**src/rtl/cpu_pkg.sv**
```systemverilog
// cpu_pkg: shared memory-stage types and encodings.
// Holds the controller state enum, the size encodings and the word-alignment mask.
package cpu_pkg;
    typedef enum logic [1:0] {
        IDLE = 2'b00,
        REQ  = 2'b01,
        DONE = 2'b10
    } state_t;
    localparam logic       SIZE_WORD  = 1'b0;
    localparam logic       SIZE_BYTE  = 1'b1;
    localparam logic [1:0] ALIGN_MASK = 2'b11;
endpackage

```
**src/rtl/byte_lane_unit.sv**
```systemverilog
// byte_lane_unit: combinational byte-lane steering for stores and loads.
// Ports: size (1 = byte), lane (addr[1:0]), wdata_in/wdata_out (store path),
//        rdata_in/rdata_out (load path, byte lane zero-extended).
module byte_lane_unit
    import cpu_pkg::*;
(
    input  logic        size,
    input  logic [1:0]  lane,
    input  logic [31:0] wdata_in,
    input  logic [31:0] rdata_in,
    output logic [31:0] wdata_out,
    output logic [31:0] rdata_out
);
    assign wdata_out = (size == SIZE_BYTE) ? {4{wdata_in[7:0]}} : wdata_in;
    assign rdata_out = (size == SIZE_BYTE) ? {24'd0, rdata_in[{lane, 3'b000} +: 8]} : rdata_in;
endmodule

```
**src/rtl/mem_stage_controller.sv**
```systemverilog
// mem_stage_controller: sequences MEM-stage loads/stores over a req/ack memory port.
// Ports: clk, rst_n (async, active-low); decoder side req_valid, load_instr,
//        Size_enable, addr, store_data, rd_in; stall to the pipeline; memory side
//        mem_req/mem_we/mem_size/mem_addr/mem_wdata out, mem_ack/mem_rdata in;
//        write-back wb_valid/wb_rd/wb_data; error pulses align_err, timeout_err.
module mem_stage_controller
    import cpu_pkg::*;
#(
    parameter int TIMEOUT_CYCLES = 15
) (
    input  logic        clk,
    input  logic        rst_n,
    input  logic        req_valid,
    input  logic        load_instr,
    input  logic        Size_enable,
    input  logic [31:0] addr,
    input  logic [31:0] store_data,
    input  logic [3:0]  rd_in,
    output logic        stall,
    output logic        mem_req,
    output logic        mem_we,
    output logic        mem_size,
    output logic [31:0] mem_addr,
    output logic [31:0] mem_wdata,
    input  logic        mem_ack,
    input  logic [31:0] mem_rdata,
    output logic        wb_valid,
    output logic [3:0]  wb_rd,
    output logic [31:0] wb_data,
    output logic        align_err,
    output logic        timeout_err
);
    state_t      state, next_state;
    logic        load_q, size_q, err_q, align_q;
    logic [31:0] addr_q, data_q, rdata_q, lane_wdata, lane_rdata;
    logic [3:0]  rd_q;
    logic [7:0]  cnt;
    logic        misaligned, limit, accept;

    assign misaligned = req_valid & (Size_enable == SIZE_WORD) & ((addr[1:0] & ALIGN_MASK) != 2'b00);
    // Limit is hit when this REQ cycle would be the TIMEOUT_CYCLES-th without an ack.
    assign limit      = (cnt + 8'd1) == 8'(TIMEOUT_CYCLES);
    // Gated with rst_n so stall drops immediately while reset is held.
    assign accept     = rst_n & (state == IDLE) & req_valid & ~misaligned;
    assign align_err  = align_q;

    byte_lane_unit u_lane (
        .size     (size_q),
        .lane     (addr_q[1:0]),
        .wdata_in (data_q),
        .rdata_in (rdata_q),
        .wdata_out(lane_wdata),
        .rdata_out(lane_rdata)
    );

    always_ff @(posedge clk or negedge rst_n) begin
        if (!rst_n) state <= IDLE;
        else        state <= next_state;
    end

    always_comb begin
        next_state  = state;
        stall       = 1'b0;
        mem_req     = 1'b0;
        mem_we      = 1'b0;
        mem_size    = 1'b0;
        mem_addr    = 32'd0;
        mem_wdata   = 32'd0;
        wb_valid    = 1'b0;
        wb_rd       = 4'd0;
        wb_data     = 32'd0;
        timeout_err = 1'b0;
        case (state)
            IDLE: begin
                stall      = accept;
                next_state = accept ? REQ : IDLE;
            end
            REQ: begin
                stall      = 1'b1;
                mem_req    = 1'b1;
                mem_we     = ~load_q;
                mem_size   = size_q;
                mem_addr   = addr_q;
                mem_wdata  = load_q ? 32'd0 : lane_wdata;
                next_state = (mem_ack || limit) ? DONE : REQ;
            end
            DONE: begin
                wb_valid    = load_q & ~err_q;
                wb_rd       = wb_valid ? rd_q : 4'd0;
                wb_data     = wb_valid ? lane_rdata : 32'd0;
                timeout_err = err_q;
                next_state  = IDLE;
            end
            default: next_state = IDLE;
        endcase
    end

    always_ff @(posedge clk or negedge rst_n) begin
        if (!rst_n) begin
            load_q  <= 1'b0;
            size_q  <= 1'b0;
            addr_q  <= 32'd0;
            data_q  <= 32'd0;
            rd_q    <= 4'd0;
            rdata_q <= 32'd0;
            cnt     <= 8'd0;
            err_q   <= 1'b0;
            align_q <= 1'b0;
        end else begin
            align_q <= (state == IDLE) & misaligned;
            if (accept) begin
                load_q <= load_instr;
                size_q <= Size_enable;
                addr_q <= addr;
                data_q <= store_data;
                rd_q   <= rd_in;
                cnt    <= 8'd0;
                err_q  <= 1'b0;
            end
            if (state == REQ) begin
                cnt <= cnt + 8'd1;
                if (mem_ack)    rdata_q <= mem_rdata;
                else if (limit) err_q   <= 1'b1;
            end
        end
    end
endmodule

```
**config.mk**
```make
export PLATFORM = sky130hd
export DESIGN_NAME = mem_stage_controller
export DESIGN_NICKNAME = d
export VERILOG_FILES = /design/src/rtl/cpu_pkg.sv /design/src/rtl/byte_lane_unit.sv /design/src/rtl/mem_stage_controller.sv
export SDC_FILE = /design/constraint.sdc
export NUM_CORES = 1
export LEC_CHECK = 0
export BUFFER_PORTS_ARGS = -buffer_cell sky130_fd_sc_hd__buf_2
export CORE_MARGIN = 1
export CORE_UTILIZATION = 42
export CTS_CLUSTER_SIZE = 16
export DETAILED_ROUTE_END_ITERATION = 10
export GPL_TIMING_DRIVEN = 0
export HOLD_SLACK_MARGIN = 0.05
export PLACE_DENSITY_LB_ADDON = 0.2
export SLEW_MARGIN = 20
export SYNTH_ARGS = -nofsm -noshare
export SYNTH_HDL_FRONTEND = slang
export SYNTH_HIERARCHICAL = 1
export SYNTH_SLANG_ARGS = --single-unit
```
**constraint.sdc**
```tcl
create_clock -name clk -period 2.3 [get_ports clk]
set_input_delay 0.23 -clock clk [delete_from_list [all_inputs] [get_ports clk]]
set_output_delay 0.23 -clock clk [all_outputs]
set_load 0.02 [all_outputs]
```
==> impl_metrics.csv <==
group,metric,value,unit
routing,viasPerCell,4.77,
critical_path,slowest_stage,"dfrtp_1",
critical_path,crit_type,"reg -> out",
floorplanning,start_util,0.433,
critical_path,endpoint_kind,"output pin",
place,place.gp.congestion,0.820,
yosys,synth.largest_area_cell,"dfrtp_1",
finish,nNetsFinal,1113,
timing,max-slew-margin-rel,0.673,
place,hpwlAfterDp,11800,µm
pwr,cellPowerDensity,926,nW/µm²
finish,final_cells,1198,
timing,setup_viol,0,
critical_path,start_kind,"flop",
routing,vias,5711,
clock_tree,cts_tree,"built",
finish,final_area,9030,µm²
timing,worst_pin_slew,0.484,ns
finish,fillers,1156,
global_route,grt_usage,0.243,
yosys,ys.flop_type,"dfrtp_1",
global_route,grt-ovfl-total,0,
finish,utilization,0.646,
routing,wl_per_cell,14.7,µm
clock_tree,clk_latency,0.41,ns
pwr,power.total,8.36,mW
yosys,yosysUniqueCellTypes,44,
floorplanning,die_x,122,µm
critical_path,crit_chain,"nor4bb_1 -> clkbuf_2 -> buf_2 -> and2_1 -> buf_2",
critical_path,critPathMostFrequentCell,"buf_2",
yosys,synth_edf_count,0,
place,placed_cells,1073,
yosys,syn_area,6060,µm²
run,maxCapViolations,0,
run_status,status,"complete, no violations",
place,portBuffers,212,
finish,area_growth,49.0,%
floorplanning,core_region_area,14000,µm²
floorplanning,dieArea,14900,µm²
clock_tree,cts_root_buffer,"clkbuf_16",
critical_path,ff2ff_setup_slack,0.51,ns
yosys,yosys-top-cells-area,"dfrtp_1 (47%), nand2_1 (14%), and2_1 (11%)",
yosys,synth_area_per_cell,8.91,µm²
yosys,ys_ff_latch,114,
yosys,syn-instance-count,680,
yosys,yosysWarningCount,6,
floorplanning,rows,43,
finish,n_antenna_cell,0,
critical_path,path_buf_inv,3,
floorplanning,die_y,122,µm
routing,drc,0,
critical_path,cp.arrival,1.97,ns
finish,multi_input_area,2810,µm²
yosys,yosysSeqAreaShare,0.471,
timing,finalClockSkew,0.00640,ns
clock_tree,ctsHtreeMaxLevel,4,
critical_path,cpLargestDelayFamily,"buffers and inverters",
critical_path,cp_max_fo,10,
floorplanning,num_io_pins,213,
routing,drtPass1Iterations,4,
finish,drive_above_1_share,0.334,
hold_path,min_path_type,"in -> reg",
critical_path,max_stage_delay,0.40,ns
finish,regArea,2850,µm²
timing,fin_crit_sh,0.958,
timing,min_period,2.20,ns
timing,fmax,454,MHz
timing,setup_ws,0.0965,ns
clock_tree,clkSinkCount,114,
routing,dr.first_iter.drc_count,284,
pwr,max-vdd-ir-drop,0.545,mV
pwr,power.leakage,4.88,nW
yosys,synth_top_area_frac,0.471,
timing,final_hold_viol_count,0,
yosys,synthArstFlopShare,1.00,
critical_path,worstPathRequired,2.07,ns
yosys,syn_nets,788,
clock_tree,path_clk_slew,0.06,ns
routing,drtAntennaViolNets,0,
global_route,grt_pass1_vias,5605,
timing,rsz0062_at_grt,"no",
place,place_area,7380,µm²
clock_tree,max-clock-path-buffers,2,
global_route,antenna_found_initial,0,
global_route,grt_pass1_wl,27700,µm
global_route,grt_max_degree,69,
routing,totalWireLength,17600,µm
clock_tree,numCtsBuffers,17,
place,pre_cts_slack,0.184,ns
timing,finalMaxSlewViolations,0,
==> registers in the layout, indices dropped and copies added, names as in the netlist <==
name and count:
align_err 1, size_q 1, data_q 32, addr_q 32
rdata_q 32, state 2, cnt 8, err_q 1
load_q 1, rd_q 4
==> where the power goes <==
group | internal (mW) | leakage, nW | switching (mW)
clock | 1.87 | 0.298 | 0.950
sequential | 2.65 | 1.42 | 0.439
combinational | 1.19 | 3.17 | 1.26
total | 5.71 | 4.88 | 2.65
==> kinds of logic (layout without fill, tap and decap cells) <==
kind of cell / Yosys count / after routing / share of synthesized area
flip-flops: 114 / 114 / 0.471
XOR/XNOR: 3 / 3 / 0.00434
multiplexers: 43 / 43 / 0.0778
adder cells (fa/ha/maj): 2 / 2 / 0.00413
AND/OR/NAND/NOR: 382 / 382 / 0.309
AO/OA/AOI/OAI: 51 / 51 / 0.0663
buffers and inverters: 85 / 423 / 0.0677
==> cell usage in the layout (no fill, tap or decap), types with 5 or more instances in the layout <==
cell type / instances
buf_2: 232
o21ai_1: 24
clkbuf_2: 7
nand2_1: 221
and2_1: 102
nand3_1: 5
clkbuf_1: 6
a221oi_2: 7
dfrtp_1: 114
mux2i_1: 10
mux2_2: 33
buf_6: 5
nor4bb_1: 6
dlygate4sd3_1: 91
inv_1: 34
buf_4: 9
nor2_1: 6
nor2b_1: 24
o21ai_0: 7
clkbuf_16: 17
==> synthesized netlist by cell type (2+ instances only) <==
cell type,count
a21o_1,2
a21oi_1,2
a221oi_2,7
and2_1,102
and3_4,2
and4bb_1,4
buf_2,25
buf_4,8
buf_6,4
clkbuf_1,12
dfrtp_1,114
ha_1,2
inv_1,34
mux2_2,33
mux2i_1,10
nand2_1,221
nand3_1,5
nand4_1,3
nor2_1,7
nor2b_1,24
nor4bb_1,6
o21ai_0,7
o21ai_1,24
xor2_1,2
==> final cells by class <==
class | instances | share of cell area
Buffer | 49 | 0.0321
Sequential cell | 114 | 0.316
Clock inverter | 12 | 0.0201
Tap cell | 180 | 0.0249
Inverter | 35 | 0.0145
Multi-Input combinational cell | 481 | 0.311
Clock buffer | 20 | 0.0506
Timing Repair Buffer | 307 | 0.231
==> through the flow <==
stage                     hold WS [ns]  setup TNS [ns]
after detailed placement         0.203               0
final                           0.0609               0
after global routing            0.0556               0
after global placement           0.420         -170.08
after CTS                       0.0502               0
after floorplan                -0.0656               0
==> metal layers <==
layer  GRT usage  share of wire
met2       0.401           0.48
met5           0              0
met3      0.0492          0.050
met4      0.0945          0.022
met1       0.312           0.45
==> final timing paths <==
kind	start	to	cells after the start
min in group asynchronous	rst_n	rdata_q[26]	4
min reg2reg	addr_q[13]	addr_q[13]	2
max	load_q	wb_data[29]	5
min	mem_rdata[27]	rdata_q[27]	2
max reg2reg	cnt[1]	state[0]	5
max in group asynchronous	rst_n	state[1]	5
==> timing repair <==
item,4_1_cts,5_1_grt
hold endpoints to repair,135,0
hold buffers,94,0
endpoints found under the setup margin,66,51
pin swaps,0,0
gates cloned,0,0
gates resized for setup,6,9
setup buffers,0,0
Power figures use the tool's default switching activity.
